<file path="config.mk">
export PLATFORM = sky130hd
export DESIGN_NAME = matrix_result_drain_flat
export DESIGN_NICKNAME = d
export VERILOG_FILES = /design/src/rtl/npu_mem_pkg.sv /design/src/rtl/matrix_result_drain_if.sv /design/src/rtl/drain_skid_fifo.sv /design/src/rtl/matrix_result_drain.sv /design/src/flat_wrapper.sv
export SDC_FILE = /design/constraint.sdc
export NUM_CORES = 1
export LEC_CHECK = 0
export ABC_AREA = 1
export CAP_MARGIN = 40
export CORE_ASPECT_RATIO = 0.75
export CORE_UTILIZATION = 59
export CTS_CLUSTER_SIZE = 24
export DETAILED_ROUTE_END_ITERATION = 10
export DONT_BUFFER_PORTS = 1
export GPL_ROUTABILITY_DRIVEN = 0
export HOLD_SLACK_MARGIN = 0.15
export PLACE_DENSITY = 0.75
export SLEW_MARGIN = 5
export SYNTH_ARGS = -nofsm -noshare
export SYNTH_HDL_FRONTEND = slang
export SYNTH_SLANG_ARGS = --single-unit
</file>
<file path="constraint.sdc">
create_clock -name clk -period 7.6 [get_ports clk]
set_input_delay 1.52 -clock clk [delete_from_list [all_inputs] [get_ports clk]]
set_output_delay 1.52 -clock clk [all_outputs]
set_load 0.01 [all_outputs]
</file>
<file path="src/rtl/npu_mem_pkg.sv">
// Shared constants and types for the result-drain path.
// Build option: DRAIN_ROW_LAST_EN adds a per-element row-end tag to the stored FIFO word.
// Contents: ADDR_W/DATA_W/DIM_W widths, CNT_W element-count width, state_t, FIFO_W.
package npu_mem_pkg;

  localparam int ADDR_W = 14;        // scratchpad word-address width
  localparam int DATA_W = 16;        // element width (FP16 bit pattern)
  localparam int DIM_W  = 10;        // row/col size width
  localparam int CNT_W  = 2 * DIM_W; // element count row_size*col_size

  typedef enum logic {
    IDLE = 1'b0,
    RUN  = 1'b1
  } state_t;

`ifdef DRAIN_ROW_LAST_EN
  // Data plus the row-end tag travel together through the skid FIFO.
  localparam int FIFO_W = DATA_W + 1;
`else
  localparam int FIFO_W = DATA_W;
`endif

endpackage

</file>
<file path="src/rtl/matrix_result_drain_if.sv">
// Output element stream of the result drain (drain is master, host FIFO is slave).
// Build option: DRAIN_ROW_LAST_EN adds out_row_last.
// Signals: out_data (element), out_valid, out_ready, out_last (final element), [out_row_last].
interface matrix_result_drain_if;

  logic [npu_mem_pkg::DATA_W-1:0] out_data;
  logic                           out_valid;
  logic                           out_ready;
  logic                           out_last;

`ifdef DRAIN_ROW_LAST_EN
  logic                           out_row_last;

  modport master (output out_data, out_valid, out_last, out_row_last, input out_ready);
  modport slave  (input out_data, out_valid, out_last, out_row_last, output out_ready);
`else
  modport master (output out_data, out_valid, out_last, input out_ready);
  modport slave  (input out_data, out_valid, out_last, output out_ready);
`endif

endinterface

</file>
<file path="src/rtl/drain_skid_fifo.sv">
// 2-entry FIFO holding read data between the scratchpad port and the output stream.
// Latency: push visible at head on the cycle after the push edge; head is a plain mux of storage.
// Backpressure: no internal guard, the caller keeps push off when full (credit on count).
// Ports: clk, reset (sync, active-high), push/push_data, pop, count (0..2), head.
module drain_skid_fifo #(
  parameter int W = 16
) (
  input  logic         clk,
  input  logic         reset,
  input  logic         push,
  input  logic [W-1:0] push_data,
  input  logic         pop,
  output logic [1:0]   count,
  output logic [W-1:0] head
);

  logic [W-1:0] entry [2];
  logic         wr_ptr;
  logic         rd_ptr;

  assign head = entry[rd_ptr];

  always_ff @(posedge clk) begin
    if (reset) begin
      entry[0] <= '0;
      entry[1] <= '0;
      wr_ptr   <= 1'b0;
      rd_ptr   <= 1'b0;
      count    <= 2'd0;
    end else begin
      if (push) begin
        entry[wr_ptr] <= push_data;
        wr_ptr        <= ~wr_ptr;
      end
      if (pop) begin
        rd_ptr <= ~rd_ptr;
      end
      count <= count + {1'b0, push} - {1'b0, pop};
    end
  end

endmodule

</file>
<file path="src/rtl/matrix_result_drain.sv">
// Streams a finished result matrix from the dest scratchpad to the host, address ascending.
// Latency: start at edge T -> first address in cycle T+1 -> out_valid after edge T+2; 1 elem/cycle.
// Backpressure: reads issue only while FIFO count + inflight leaves room; outputs hold while stalled.
// Ports: clk, reset (sync, active-high), start/done, start_address/row_size/col_size (latched at start),
//        mem_address/mem_readdata (1-cycle read latency), stream (master: out_data/valid/ready/last).
// Build option: DRAIN_ROW_LAST_EN adds stream.out_row_last, high on the last element of each row.
module matrix_result_drain
  import npu_mem_pkg::*;
(
  input  logic              clk,
  input  logic              reset,
  input  logic              start,
  output logic              done,
  input  logic [ADDR_W-1:0] start_address,
  input  logic [DIM_W-1:0]  row_size,
  input  logic [DIM_W-1:0]  col_size,
  output logic [ADDR_W-1:0] mem_address,
  input  logic [DATA_W-1:0] mem_readdata,
  matrix_result_drain_if.master stream
);

  state_t            state;
  logic [DIM_W-1:0]  row_lat;
  logic [DIM_W-1:0]  col_lat;
  logic [DIM_W-1:0]  row_cnt;
  logic [DIM_W-1:0]  col_cnt;
  logic [CNT_W-1:0]  total;
  logic [CNT_W-1:0]  out_cnt;
  logic              issue_done;
  logic              inflight;
  logic              issue;
  logic              pop;
  logic [1:0]        fifo_count;
  logic [FIFO_W-1:0] fifo_head;
  logic [FIFO_W-1:0] push_data;

  assign pop = stream.out_valid & stream.out_ready;

  // A slot freed by this cycle's pop counts as room, so a full-rate stream
  // keeps one element in the FIFO and one read in flight.
  assign issue = (state == RUN) && !issue_done &&
                 (({1'b0, fifo_count} + {2'b00, inflight}) < (3'd2 + {2'b00, pop}));

`ifdef DRAIN_ROW_LAST_EN
  logic inflight_row_last;
  assign push_data           = {inflight_row_last, mem_readdata};
  assign stream.out_data     = fifo_head[DATA_W-1:0];
  assign stream.out_row_last = stream.out_valid & fifo_head[DATA_W];
`else
  assign push_data           = mem_readdata;
  assign stream.out_data     = fifo_head;
`endif

  assign stream.out_valid = (fifo_count != 2'd0);
  // Beat position is tracked at the output, so issue-side state never affects it.
  assign stream.out_last  = stream.out_valid && (out_cnt == (total - CNT_W'(1)));

  drain_skid_fifo #(
    .W (FIFO_W)
  ) u_fifo (
    .clk       (clk),
    .reset     (reset),
    .push      (inflight),
    .push_data (push_data),
    .pop       (pop),
    .count     (fifo_count),
    .head      (fifo_head)
  );

  always_ff @(posedge clk) begin
    if (reset) begin
      state       <= IDLE;
      done        <= 1'b1;
      mem_address <= start_address;
      row_lat     <= '0;
      col_lat     <= '0;
      row_cnt     <= '0;
      col_cnt     <= '0;
      total       <= '0;
      out_cnt     <= '0;
      issue_done  <= 1'b0;
      inflight    <= 1'b0;
`ifdef DRAIN_ROW_LAST_EN
      inflight_row_last <= 1'b0;
`endif
    end else begin
      inflight <= issue;
`ifdef DRAIN_ROW_LAST_EN
      if (issue) begin
        inflight_row_last <= (row_cnt == (row_lat - DIM_W'(1)));
      end
`endif
      if (state == IDLE) begin
        mem_address <= start_address;
        // Empty matrices never leave IDLE, so done stays high.
        if (start && (row_size != '0) && (col_size != '0)) begin
          state      <= RUN;
          done       <= 1'b0;
          row_lat    <= row_size;
          col_lat    <= col_size;
          total      <= CNT_W'(row_size) * CNT_W'(col_size);
          row_cnt    <= '0;
          col_cnt    <= '0;
          out_cnt    <= '0;
          issue_done <= 1'b0;
        end
      end else begin
        if (issue) begin
          mem_address <= mem_address + ADDR_W'(1);
          if (row_cnt == (row_lat - DIM_W'(1))) begin
            row_cnt <= '0;
            col_cnt <= col_cnt + DIM_W'(1);
            if (col_cnt == (col_lat - DIM_W'(1))) begin
              issue_done <= 1'b1;
            end
          end else begin
            row_cnt <= row_cnt + DIM_W'(1);
          end
        end
        if (pop) begin
          out_cnt <= out_cnt + CNT_W'(1);
          if (stream.out_last) begin
            state <= IDLE;
            done  <= 1'b1;
          end
        end
      end
    end
  end

endmodule

</file>
<file path="src/flat_wrapper.sv">
// flat-port wrapper written by rule: the top's interface ports become plain ports
module matrix_result_drain_flat import npu_mem_pkg::*;
  (clk, reset, start, done, start_address, row_size, col_size, mem_address, mem_readdata, stream_out_data, stream_out_valid, stream_out_last, stream_out_ready);
  matrix_result_drain_if stream_i ();
  input  logic clk;
  input  logic reset;
  input  logic start;
  output logic done;
  input  logic [ADDR_W-1:0] start_address;
  input  logic [DIM_W-1:0] row_size;
  input  logic [DIM_W-1:0] col_size;
  output logic [ADDR_W-1:0] mem_address;
  input  logic [DATA_W-1:0] mem_readdata;
  output wire logic [$bits(stream_i.out_data)-1:0] stream_out_data;
  output wire logic [$bits(stream_i.out_valid)-1:0] stream_out_valid;
  output wire logic [$bits(stream_i.out_last)-1:0] stream_out_last;
  input wire logic [$bits(stream_i.out_ready)-1:0] stream_out_ready;
  assign stream_out_data = stream_i.out_data;
  assign stream_out_valid = stream_i.out_valid;
  assign stream_out_last = stream_i.out_last;
  assign stream_i.out_ready = stream_out_ready;
  matrix_result_drain u_core (.clk(clk), .reset(reset), .start(start), .done(done), .start_address(start_address), .row_size(row_size), .col_size(col_size), .mem_address(mem_address), .mem_readdata(mem_readdata), .stream(stream_i));
endmodule
</file>
==> run summary, run 1 <==
The global routing usage summed across all routing layers was 0.286; the horizontal die dimension was 159 um. The cell count after synthesis is 1476. Summed over all cells, the static leakage comes to 5.82 nW. The kind of critical path was in2reg. A synthesized cell averages 7.41 um^2. The worst setup path is launched from a primary input. The clock input transition at the sequential cells of the worst setup and hold paths was 0.07 ns; the depth of the CTS H-tree was 4.

In this run, synthesis produced a sequential element count of 135. The number of hold violations in the final report is 0, and the fill cell total of the finished layout is 1529. Counting every sink on the clock net gives 135. Port buffering added 0 buffers. Summing over every cut layer, the via total after detailed routing is 9253.

Worst clock skew on the final layout: 0.00841 ns. The sequential cells in the finished layout cover a total of 3160 um^2. The number of pins exceeding their max-slew limit in the final report was 0; the placed wire-length estimate after detailed placement was 20200 um.

Compared with the post-synthesis result, the final layout area differs by 6.28%. The worst setup path is captured at a flip-flop. The number of nets handed over by synthesis was 1658. The run gives 0.43 ns as the clock latency reported for the late side of the worst-skew pair. Buffers inserted during clock tree synthesis total 17. In the layout the commonest cells are nand2_1, inv_1, nor2_1. TritonCTS built the clock tree. STA puts the critical path data required time at 7.90 ns. Setup repair after global routing left no endpoint under its margin. The sequential-to-total area share from yosys stat came out at 0.289. In this run the cell area of the synthesized design comes to 10900 um^2.

Data arrives at the worst endpoint at 5.91 ns. The worst vdd rail ir drop is 148 uV, and the count of nets left with antenna violations after detail routing is 0. The mean number of vias per cell was 5.42. The tools report the number of endpoints failing setup at the final stage as 0. Cell internal power was estimated by the tool at 1.86 mW. Measured slew at the worst slew-check pin: 0.825 ns.

For this run, the detailed router's first-pass iteration total came to 6. The cell at the root of the clock tree was clkbuf_16. In the final layout, the multi-input gates occupy 6600 um^2.

The run gives 0 as the number of maximum-capacitance constraint violations. The maximum fanout along the worst path was 11. The run gives 1.47 mW as the total net switching power.

For the part of the total power dissipated in combinational logic, the log shows 0.487. The run finished with clean final reports. The count of distinct cell types in the synthesized netlist was 53. Dividing total power by cell area gives a power density of 286 nW/um^2.

The tools report the total setup buffers inserted after CTS as 0. The headroom to the max-slew limit is 0.449. The type of the worst min-delay path was reg2reg.

Measured along the y axis, the die boundary spans 120 um. The switching share of power works out to 0.441. For this run, the top clock speed supported by timing is 178 MHz. The remaining design rule violation count was 0.

Starting density of the core: 0.612. Subtracting the final worst setup slack from the clock period gives 5.62 ns. After detailed routing, the average wire length per cell comes to 15.2 um. The first global-routing pass estimated 43600 um of wire. Entering global routing, the biggest net connects 29 pins. The final standard cell area without fillers was 11600 um^2. Excluding fillers, the count of instances in the completed layout stands at 1708.

For the count of inserted antenna diode cells, the log shows 0. The logs give 87 for the number of primary I/O pins and 0 for the number of warnings printed during yosys synthesis. In the final timing run, aggregate negative setup slack is 0 ns. Overall overflow remaining after global route: 0. The logs give 0 for the total of hold buffers inserted after clock tree synthesis and 0.236 for the fraction of power consumed by the clock network. The starting DRC count in detailed routing was 812; the number of global-route vias before repair was 8923. The run gives 0 as the number of gates given a new drive strength after cts. The number of placed instances, taps included, is 1676.

The longest clock path from root to sink contains 2 buffers. The net count of the finished layout is 1635. After detailed placement, the total cell area comes to 11100 um^2. The final worst-path cycle share is 0.739. For the number of antenna violations at the first check in global routing, the log shows 0.

The tools report the sequential group share of total power as 0.278. Area of the core: 17900 um^2. The logs give 42 for the row count and 25900 um for the wire length reported by the detailed router.

The full die area was 19100 um^2; the layout cell share with drive strength beyond 1 was 0.0607. Most common cell after layout, fill and taps aside: nand2_1.
-- Yosys cell counts, drive strengths merged --
| library cell | number | area share |
|---|---|---|
| xnor3 | 3 | 0.0062 |
| a221oi | 1 | 0.00080 |
| o21bai | 4 | 0.0027 |
| ha | 66 | 0.076 |
| nor3b | 2 | 0.0014 |
| or2 | 5 | 0.0029 |
| a21o | 2 | 0.0014 |
| nor2b | 1 | 0.00057 |
| a31o | 1 | 0.00080 |
| inv | 255 | 0.088 |
| a21boi | 2 | 0.0014 |
| a31oi | 4 | 0.0023 |
| clkinv | 1 | 0.00034 |
| a211oi | 2 | 0.0014 |
| a311oi | 1 | 0.00080 |
| nand3b | 5 | 0.0034 |
| nand4 | 21 | 0.012 |
| fa | 62 | 0.11 |
| o22ai | 8 | 0.0046 |
| nor4 | 2 | 0.0011 |
| xor2 | 42 | 0.034 |
| o311a | 1 | 0.00092 |
| and2 | 1 | 0.00069 |
| nor3 | 12 | 0.0070 |
| a22o | 2 | 0.0016 |
| nand2 | 371 | 0.13 |
| o211ai | 2 | 0.0014 |
| xnor2 | 21 | 0.017 |
| a21oi | 66 | 0.030 |
| clkbuf | 32 | 0.011 |
| o211a | 1 | 0.00092 |
| dfxtp | 89 | 0.16 |
| edfxtp | 46 | 0.13 |
| nor2 | 160 | 0.060 |
| o31ai | 3 | 0.0021 |
| o21ai | 72 | 0.033 |
| buf | 14 | 0.0078 |
| nor4b | 1 | 0.0022 |
| nand3 | 74 | 0.034 |
| mux2 | 16 | 0.016 |
| and3 | 2 | 0.0011 |
-- state kept, by name, summed over array words and instances (netlist names), named ones only --
| signal | count |
|---|---|
| u_core.u_fifo.wr_ptr | 1 |
| u_core.u_fifo.entry | 32 |
| u_core.issue_done | 1 |
| u_core.inflight | 1 |
| u_core.done | 1 |
| u_core.u_fifo.count | 2 |
| u_core.u_fifo.rd_ptr | 1 |
| u_core.col_lat | 10 |
| u_core.state | 1 |
| u_core.mem_address | 14 |
| u_core.total | 20 |
| u_core.col_cnt | 10 |
| u_core.out_cnt | 20 |
| u_core.row_cnt | 10 |
| u_core.row_lat | 10 |
-- critical path: stages --
cell and delay, ns:
nand2_1 0.06, fa_1 0.50, fa_1 0.54, inv_1 0.06, fa_1 0.54, fa_1 0.56, inv_1 0.06, fa_1 0.54
inv_1 0.04, ha_1 0.34, a21oi_1 0.15, o21ai_0 0.13, nand2_1 0.08, nand3_1 0.14, a31o_2 0.25, or2_2 0.27
nand3_1 0.06, o21ai_0 0.07
-- per-layer routing --
metal,vias to the layer above,GRT usage,wire (um)
li1,4593,-,-
met1,4323,0.406,12300
met3,27,0.0736,1990
met5,-,0,0
met2,310,0.437,11400
met4,0,0.0685,270
-- worst paths after layout --
check | start | end | slack [ns] | depth (start not counted)
setup reg to reg | u_core.state | u_core.col_cnt[0] | 4.61 | 8
hold / removal | u_core.u_fifo.rd_ptr | u_core.u_fifo.rd_ptr | 0.45 | 1
hold reg to reg | u_core.u_fifo.rd_ptr | u_core.u_fifo.rd_ptr | 0.45 | 1
setup / recovery | row_size[0] | u_core.total[16] | 1.98 | 18
-- cell type report --
cell class                      instances  area share
Multi-Input combinational cell       1039       0.568
Sequential cell                       135       0.272
Inverter                              256      0.0827
Timing Repair Buffer                    4     0.00291
Clock inverter                         15      0.0113
Tap cell                              242      0.0261
Clock buffer                           17      0.0366
-- power groups by stage --
stage | combinational, mW | sequential, mW | clock, mW
global placement | 1.56 | 0.934 | 0
finish | 1.62 | 0.923 | 0.784
floorplan | 1.28 | 0.900 | 0
CTS | 1.60 | 0.922 | 0.791
detailed placement | 1.59 | 0.936 | 0
global route | 1.85 | 0.935 | 0.825
-- logic make-up after synthesis --
kind of cell | count (synthesis) | share of synthesized area
xor gates and xnor gates | 66 | 0.0566
adders and majority gates | 128 | 0.189
muxes | 16 | 0.0165
and+or+nand+nor | 657 | 0.255
DFF | 135 | 0.289
AOI/OAI and AO/OA | 172 | 0.0865
buffers and inverters | 302 | 0.107
-- through the flow --
| step | hold slack (ns) | utilization | total power [mW] | setup slack [ns] |
|---|---|---|---|---|
| after floorplan | 0.426 | - | 2.18 | 1.53 |
| after global placement | 0.436 | 0.619 | 2.50 | 1.62 |
| after detailed placement | 0.442 | 0.619 | 2.53 | 1.54 |
| after CTS | 0.452 | 0.650 | 3.32 | 2.00 |
| after global routing | 0.465 | 0.650 | 3.61 | 1.72 |
| final | 0.455 | 0.650 | 3.33 | 1.98 |
Note: power is estimated with default switching activity, not from simulation.
==> run 2: changes to the inputs <==
Settings changed: ABC_AREA 1 to 0, PLACE_DENSITY 0.75 to 0.78.
Clock period 7.6 ns to 5.16 ns, I/O delays scaled along.
==> run 2 against run 1 <==
Die area shrank 2.6%. Clock skew grew 0.0052 ns. Routed wire length shrank 8.1%. Clock power grew 53%. Flip-flop and latch count is the same. Via count shrank 8.0%. Sequential power grew 44%. Synthesized cell count shrank 18%.
==> run summary, run 2 <==
Mean number of vias per cell: 5.92 (+9.3%). Sequential group share of total power: 0.273 (-0.005). For the headroom to the max-slew limit, the log shows 0.445 (-0.00390).

The run finished with clean final reports. The first-pass GRT wire length came out at 40500 um (-7.1%). The maximum fanout along the worst path came out at 12 (+1). The final hold slack was 0.487 ns (+0.0322 ns). The async set or reset register ratio after synthesis was 0 (unchanged); the layout cell share with drive strength beyond 1 was 0.0911 (+0.0304).

The count of distinct cell types in the synthesized netlist came out at 66 (+25%). The area of the core came out at 17700 um^2 (-1.2%). Number of storage elements in the synthesis netlist: 135 (unchanged). The number of global-route vias before repair is 8189 (-8.2%). For the sequential-to-total area share from yosys stat, the log shows 0.297 (+0.00786). The tools report the final standard cell area without fillers as 11600 um^2 (-0.44%).

The starting density of the core was 0.603 (-0.00908). Most area-hungry cell type in the Yosys netlist: dfxtp_1. For the number of warnings printed during yosys synthesis, the log shows 0 (unchanged). The library cells used most frequently in the layout, excluding fill and tap cells, are nand2_1, and2_1, dfxtp_1. The worst path in the final design needs a cycle of 4.90 ns, including I/O delays and setup. For the internal portion of total power, the log shows 2.99 mW (+61%). Leaving out fill and tap cells, the most frequent cell in the layout is nand2_1. In this run the most critical hold path is launched from u_core.col_lat[1]. The horizontal die dimension is 157 um (-1.3%), and the total setup buffers inserted after CTS is 0 (unchanged). For the total net switching power, the log shows 1.89 mW (+29%). The number of flip-flops under the largest register name is 32 (unchanged), and the post-route total power is 4.87 mW (+47%). The die extent in y is 118 um (-1.3%), and the starting DRC count in detailed routing is 682 (-16%). Kind of critical path: in2reg. The post-synthesis instance area is 10600 um^2 (-2.6%), and the row count is 42 (unchanged). Number of antenna violations at the first check in global routing: 0 (unchanged). The tools report the cell count after synthesis as 1211 (-18%). The logs give 0 (unchanged) for the number of hold violations in the final report and 0 (unchanged) for the count of inserted antenna diode cells.

The number of maximum-capacitance constraint violations was 0 (unchanged); the number of cells on the worst reg-to-reg path was 9 (+1). The tools report the startpoint kind of the worst setup timing path as a primary input. Top register by number of flip-flops: u_core.u_fifo.entry.

The fraction of power consumed by the clock network came out at 0.247 (+0.011). Final worst-path cycle share: 0.949. The run gives 0 (unchanged) as the number of endpoints failing setup at the final stage. The endpoint kind of the worst setup timing path was a flip-flop.

The logs give 0 (unchanged) for the number of pins exceeding their max-slew limit in the final report and 341 uV (+130%) for the worst vdd rail ir drop. The run gives 4.78 nW (-18%) as the static power due to leakage. Ranked by total cell area, the synthesized netlist is headed by dfxtp_1, edfxtp_1, fa_1. The quantity of I/O buffers inserted on ports was 0 (unchanged).

In this run the worst hold path is classified as reg2reg. The maximum clock insertion buffer count came out at 2 (unchanged). The measured slew at the worst slew-check pin works out to 0.826 ns (+0.000406 ns).

The share of the core filled with cells was 0.655 (+0.00484). Counting instances in the post-synthesis netlist gives the leading cell types as nand2_1, and2_1, dfxtp_1, inv_1, ha_1. The global routing usage summed across all routing layers is 0.273 (-0.0135).

Setup repair after global routing left no endpoint under its margin. The run gives 5.48 ns (-2.42 ns) as the required time at the worst-slack endpoint. TritonCTS built the clock tree.

The worst register-to-register path ends at u_core.state. The depth of the worst hold-timing path is 2 (+1), and the count of nets left with antenna violations after detail routing is 0 (unchanged). Number of primary I/O pins: 87 (unchanged).

In the final layout, the registers with the most flip-flops are u_core.u_fifo.entry (32), u_core.out_cnt (20), u_core.total (20). The post-detailed-route wirelength per cell is 16.6 um (+9.2%), and the pin count of the biggest net entering global routing is 99 (+240%). The wire length reported by the detailed router is 23800 um (-8.1%).

The destination of the worst hold path was u_core.col_lat[1]. Switching share of power: 0.387 (-0.0535). The part of the total power dissipated in combinational logic was 0.480 (-0.007); the instance area at placement was 11000 um^2 (-0.72%). The run gives 0 ns (unchanged) as the total negative slack.

The number of gates given a new drive strength after cts was 0 (unchanged); the placed wire-length estimate after detailed placement was 17600 um (-13%). In the post-synthesis netlist, the cell with the most instances is nand2_1. The mean area per synthesized cell works out to 8.79 um^2 (+19%). The remaining design rule violation count is 0 (unchanged), and the overall overflow remaining after global route is 0 (unchanged). The startpoint identified for the worst register-to-register timing path is u_core.total[0]. The run gives 18600 um^2 (-2.6%) as the full die area. Arrival time of the worst setup path: 5.22 ns (-0.69 ns). The run gives 8514 (-8.0%) as the total number of vias. The tools report the clock latency reported for the late side of the worst-skew pair as 0.42 ns (about the same).

The total power divided by cell area was 421 nW/um^2 (+47%). Compared with the post-synthesis result, the final layout area differs by 8.69%. The total of hold buffers inserted after clock tree synthesis was 0 (unchanged); the setup slack of the worst register-to-register path was 2.28 ns (-2.33 ns).

CTS placed an instance of clkbuf_16 at the clock tree root. The clock input transition at the sequential cells of the worst setup and hold paths is 0.06 ns (about the same), and the number of nets in the synthesized netlist is 1393 (-16%). The CTS sink count is 135 (unchanged).

The logs give 5 (-1) for the first-pass detailed-route iteration total and 0.0136 ns (+0.00517 ns) for the worst clock skew on the final layout. The fraction of post-synthesis cell area in the top cell type by area is 0.167 (+0.00443), and the achievable clock frequency is 204 MHz. The depth of the CTS H-tree came out at 4 (unchanged).

For this run, the leading register cell type out of synthesis is dfxtp_1. The final net count is 1365 (-17%). Fill cell total of the finished layout: 1465 (-4.2%).

The number of enable-type register cells in the synthesized netlist was 46 (unchanged). The number of buffers created by CTS was 17 (unchanged).
-- run 2: changes by cell type after synthesis, moves of 31 or more --
| cell | change |
|---|---|
| and2_1 | +101 |
| clkbuf_1 | +31 |
| inv_1 | -171 |
| nand2_1 | -201 |
| nor2_1 | -92 |
| xnor2_1 | +31 |
-- run 2: cells by family (layout without fill, tap and decap cells) --
family	Yosys count	after routing	share of synthesized area
AND/OR/NAND/NOR	505	505	0.245
AO/OA/AOI/OAI	183	183	0.113
buffers and inverters	148	133	0.0524
flip-flops	135	135	0.297
adder cells (fa/ha/maj)	128	128	0.194
XOR/XNOR	87	87	0.0730
multiplexers	25	25	0.0257
-- run 2: worst max-delay path by stage --
stage | start | endpoint | slack [ns] | cells past startpoint
after floorplan | col_size[1] | u_core.total[19] | -0.07 | 19
after CTS | col_size[6] | u_core.total[19] | 0.27 | 16
final | col_size[6] | u_core.total[19] | 0.26 | 16
after global routing | col_size[3] | u_core.total[14] | 0.05 | 17
after global placement | col_size[6] | u_core.total[19] | -0.07 | 16
after detailed placement | col_size[6] | u_core.total[19] | -0.15 | 16
-- run 2: final cells by class --
type	instances	area [um^2]	area share
sequential	135	3160	0.273
tap	242	303	0.0262
inverter	79	297	0.0256
timing repair buffer	22	173	0.0149
clock inverter	15	160	0.0138
multi-input combinational	928	7050	0.609
clock buffer	17	425	0.0368
-- run 2: power groups by stage --
| stage | Clock (mW) | Sequential (mW) | Combinational, mW |
|---|---|---|---|
| 3_3_place_gp | 0 | 1.35 | 2.24 |
| 2_1_floorplan | 0 | 1.29 | 1.81 |
| 3_5_place_dp | 0 | 1.35 | 2.29 |
| 6_report | 1.20 | 1.33 | 2.34 |
| 5_1_grt | 1.26 | 1.35 | 2.60 |
| 4_1_cts | 1.22 | 1.33 | 2.32 |
-- run 2: per-stage QoR --
stage	instances	setup slack, ns
6_report	1438	0.262
5_1_grt	1438	0.0541
2_1_floorplan	1211	-0.0717
3_5_place_dp	1406	-0.153
3_3_place_gp	1404	-0.0654
4_1_cts	1438	0.271
-- run 2: metal layers --
layer	vias to the layer above	GRT usage	wire, um
li1	4108	-	-
met1	4147	0.388	11100
met2	235	0.429	11100
met3	24	0.0429	1270
met4	0	0.0765	360
met5	-	0	0
-- run 2: worst max-delay path, stage by stage --
cell	delay [ns]
and2_1	0.16
fa_1	0.46
fa_1	0.49
ha_1	0.32
fa_1	0.54
inv_1	0.05
fa_1	0.53
inv_1	0.04
ha_2	0.18
a211o_1	0.26
a211oi_2	0.36
o31ai_4	0.13
a21oi_2	0.20
o221a_2	0.24
nor3_2	0.04
a311oi_1	0.19
==> run 3: changes to the inputs <==
Settings changed: ABC_AREA 0 to 1.
==> run 3 against run 2 <==
Sequential share of layout area decreased by 0.51 points. Core utilization increased by 0.47 points. Global-route usage increased by 2.0 points. Worst setup slack improved by 0.032 ns. Clock power about the same. Total power increased by 7.4%. Critical path depth increased by 3. Sequential power about the same. Critical path type unchanged. Largest cell class unchanged. Largest power group unchanged. Highest routed layer unchanged.
==> run summary, run 3 (same netlist as run 1, synthesis figures left out) <==
The run gives 0.0674 (+0.0245) as the met3 usage. The number of global-route vias before repair was 9096 (+11%). The tools report the worst vdd rail ir drop as 265 uV (-22%). The achievable clock frequency was 206 MHz (+0.66%). TritonCTS built the clock tree.

The static power due to leakage is 5.91 nW (+24%). The routing usage on met1 came out at 0.414 (+0.0256). The run finished with clean final reports.

The layout cell share with drive strength beyond 1 is 0.0772 (-0.0139). The first-pass detailed-route iteration total was 6 (+1); the number of hold violations in the final report was 0 (unchanged). In the layout the commonest cells are nand2_1, inv_1, nor2_1.

STA classifies the critical path startpoint as a primary input. The tools report the row count as 42 (unchanged). The run gives 2 (unchanged) as the maximum clock insertion buffer count. In the final layout, the registers with the most flip-flops are u_core.u_fifo.entry (32), u_core.out_cnt (20), u_core.total (20). The CTS sink count is 135 (unchanged). The top register by number of flip-flops is u_core.u_fifo.entry. The final net count was 1645 (+21%).

The logs give 0.42 ns (about the same) for the clock latency reported for the late side of the worst-skew pair and 0 ns (unchanged) for the total negative slack. The maximum fanout along the worst path works out to 12 (unchanged). The required time at the worst-slack endpoint was 5.45 ns (-0.03 ns).

The cell at the root of the clock tree is clkbuf_16. The global routing met2 resource utilization was 0.450 (+0.0212). The count of inserted antenna diode cells is 0 (unchanged). Setup repair after global routing left no endpoint under its margin.

The mean number of vias per cell came out at 5.46 (-7.8%). The tools report the area of the core as 17900 um^2 (+1.2%). On the critical path the largest part of the delay comes from adder cells. The post-route minimum period was 4.87 ns (-0.0321 ns).

Worst-path cell with the longest stage delay: fa_1. The die extent in y is 120 um (+1.3%). Wire length reported by the detailed router: 26400 um (+11%). The growth of design area from synthesis to finish is 7.84%, and the arrival time of the worst setup path is 5.16 ns (-0.06 ns). The number of pins exceeding their max-slew limit in the final report came out at 0 (unchanged). Leaving out fill and tap cells, the most frequent cell in the layout is nand2_1. The type of the worst min-delay path was reg2reg.

The final standard cell area without fillers was 11800 um^2 (+1.9%); the clock input transition at the sequential cells of the worst setup and hold paths was 0.07 ns (about the same). The kind of critical path was in2reg. Total power divided by cell area: 444 nW/um^2 (+5.3%). The quantity of I/O buffers inserted on ports is 0 (unchanged), and the horizontal die dimension is 159 um (+1.3%). The number of gates given a new drive strength after cts was 0 (unchanged).

The run gives 0 (unchanged) as the count of nets left with antenna violations after detail routing. The headroom to the max-slew limit was 0.470 (+0.0251). The pin count of the biggest net entering global routing is 29 (-71%). The tools report the remaining design rule violation count as 0 (unchanged).

Traced cell by cell, the critical path runs through nand2_1, fa_1, inv_1, fa_1, ha_1, fa_1, inv_1, fa_1, inv_1, ha_1, nand2_1, inv_1, nand3_1, nor3_1, a21oi_1, o21ai_0, a21oi_1, o21ai_0, o21ai_0. The delay of the slowest cell on the worst path was 0.57 ns (+0.03 ns); the buffer and inverter count on the worst path was 4 (+2). Number of flip-flops under the largest register name: 32 (unchanged). For the first-pass GRT wire length, the log shows 44700 um (+10%). The logs give 19900 um (+13%) for the placed wire-length estimate after detailed placement and 9374 (+10%) for the total number of vias.

The number of buffers created by CTS is 17 (unchanged). The global routing stage identified its most utilized layer as met2. The worst clock skew on the final layout is 0.00907 ns (-0.00451 ns), and the measured slew at the worst slew-check pin is 0.793 ns (-0.0324 ns). The total of hold buffers inserted after clock tree synthesis was 0 (unchanged).

For the global routing usage summed across all routing layers, the log shows 0.293 (+0.0203). The endpoint kind of the worst setup timing path is a flip-flop. The number of primary I/O pins was 87 (unchanged). The run gives 0 (unchanged) as the number of maximum-capacitance constraint violations. The starting density of the core was 0.612 (+0.00908); the depth of the CTS H-tree was 4 (unchanged). The post-detailed-route wirelength per cell was 15.4 um (-7.2%). For the full die area, the log shows 19100 um^2 (+2.7%). The starting DRC count in detailed routing was 836 (+23%).

The run gives 11200 um^2 (+2.1%) as the instance area at placement. The overall overflow remaining after global route was 0 (unchanged); the number of endpoints failing setup at the final stage was 0 (unchanged). The final worst-path cycle share was 0.943 (-0.00621). The total setup buffers inserted after CTS came out at 0 (unchanged).

The run gives 0 (unchanged) as the number of antenna violations at the first check in global routing.
## run 3: cell count changes in the layout (fill, tap and decap cells not counted), moves of 22 or more
cell,before,now
o21ai_0,35,57
xnor2_1,52,21
nand3_1,47,72
nor2_1,54,146
nor3_1,32,10
nand2_1,158,360
and2_1,100,0
inv_1,76,248
## run 3: through the flow
step | power, mW | hold slack, ns | cells | worst slack (ns) | utilization
CTS | 5.21 | 0.459 | 1718 | 0.315 | 0.660
detailed placement | 3.97 | 0.450 | 1686 | -0.0886 | 0.627
global route | 5.69 | 0.489 | 1718 | 0.00976 | 0.660
finish | 5.23 | 0.460 | 1718 | 0.294 | 0.660
global placement | 3.92 | 0.435 | 1686 | -0.0209 | 0.627
floorplan | 3.32 | 0.426 | 1476 | 0.00540 | -
## run 3: routing by layer
layer,wire [um],up-vias
li1,-,4629
met1,12000,4354
met2,11800,353
met3,2300,38
met4,376,0
met5,0,-
## run 3: worst reg2reg max path: stages (launching register included)
cell and delay (ns):
dfxtp_1 0.32, inv_1 0.20, nand2_1 0.14, nor2b_1 0.06, nand2_2 0.37, inv_2 0.23
nor2_2 0.58, inv_2 0.41, o21ai_0 0.27
## run 3: path summary, 6_finish.rpt
path / startpoint / endpoint / slack, ns / cells after the start
min: u_core.u_fifo.rd_ptr / u_core.u_fifo.rd_ptr / 0.46 / 1
max reg2reg: u_core.state / u_core.total[1] / 2.49 / 8
min reg2reg: u_core.u_fifo.rd_ptr / u_core.u_fifo.rd_ptr / 0.46 / 1
max: col_size[3] / u_core.total[15] / 0.29 / 19
## run 3: area by class of cell
class | count | area (um^2)
Clock buffer | 17 | 425
Clock inverter | 15 | 156
Timing Repair Buffer | 14 | 105
Tap cell | 242 | 303
Sequential cell | 135 | 3160
Multi-Input combinational cell | 1039 | 6680
Fill cell | 1511 | 6080
Inverter | 256 | 961
## run 3: power breakdown
group          leakage, nW  switching (mW)  internal [mW]
Clock                0.290           0.540          0.686
Combinational         4.41            1.58           1.06
Sequential            1.20           0.145           1.22
Total                 5.91            2.27           2.96
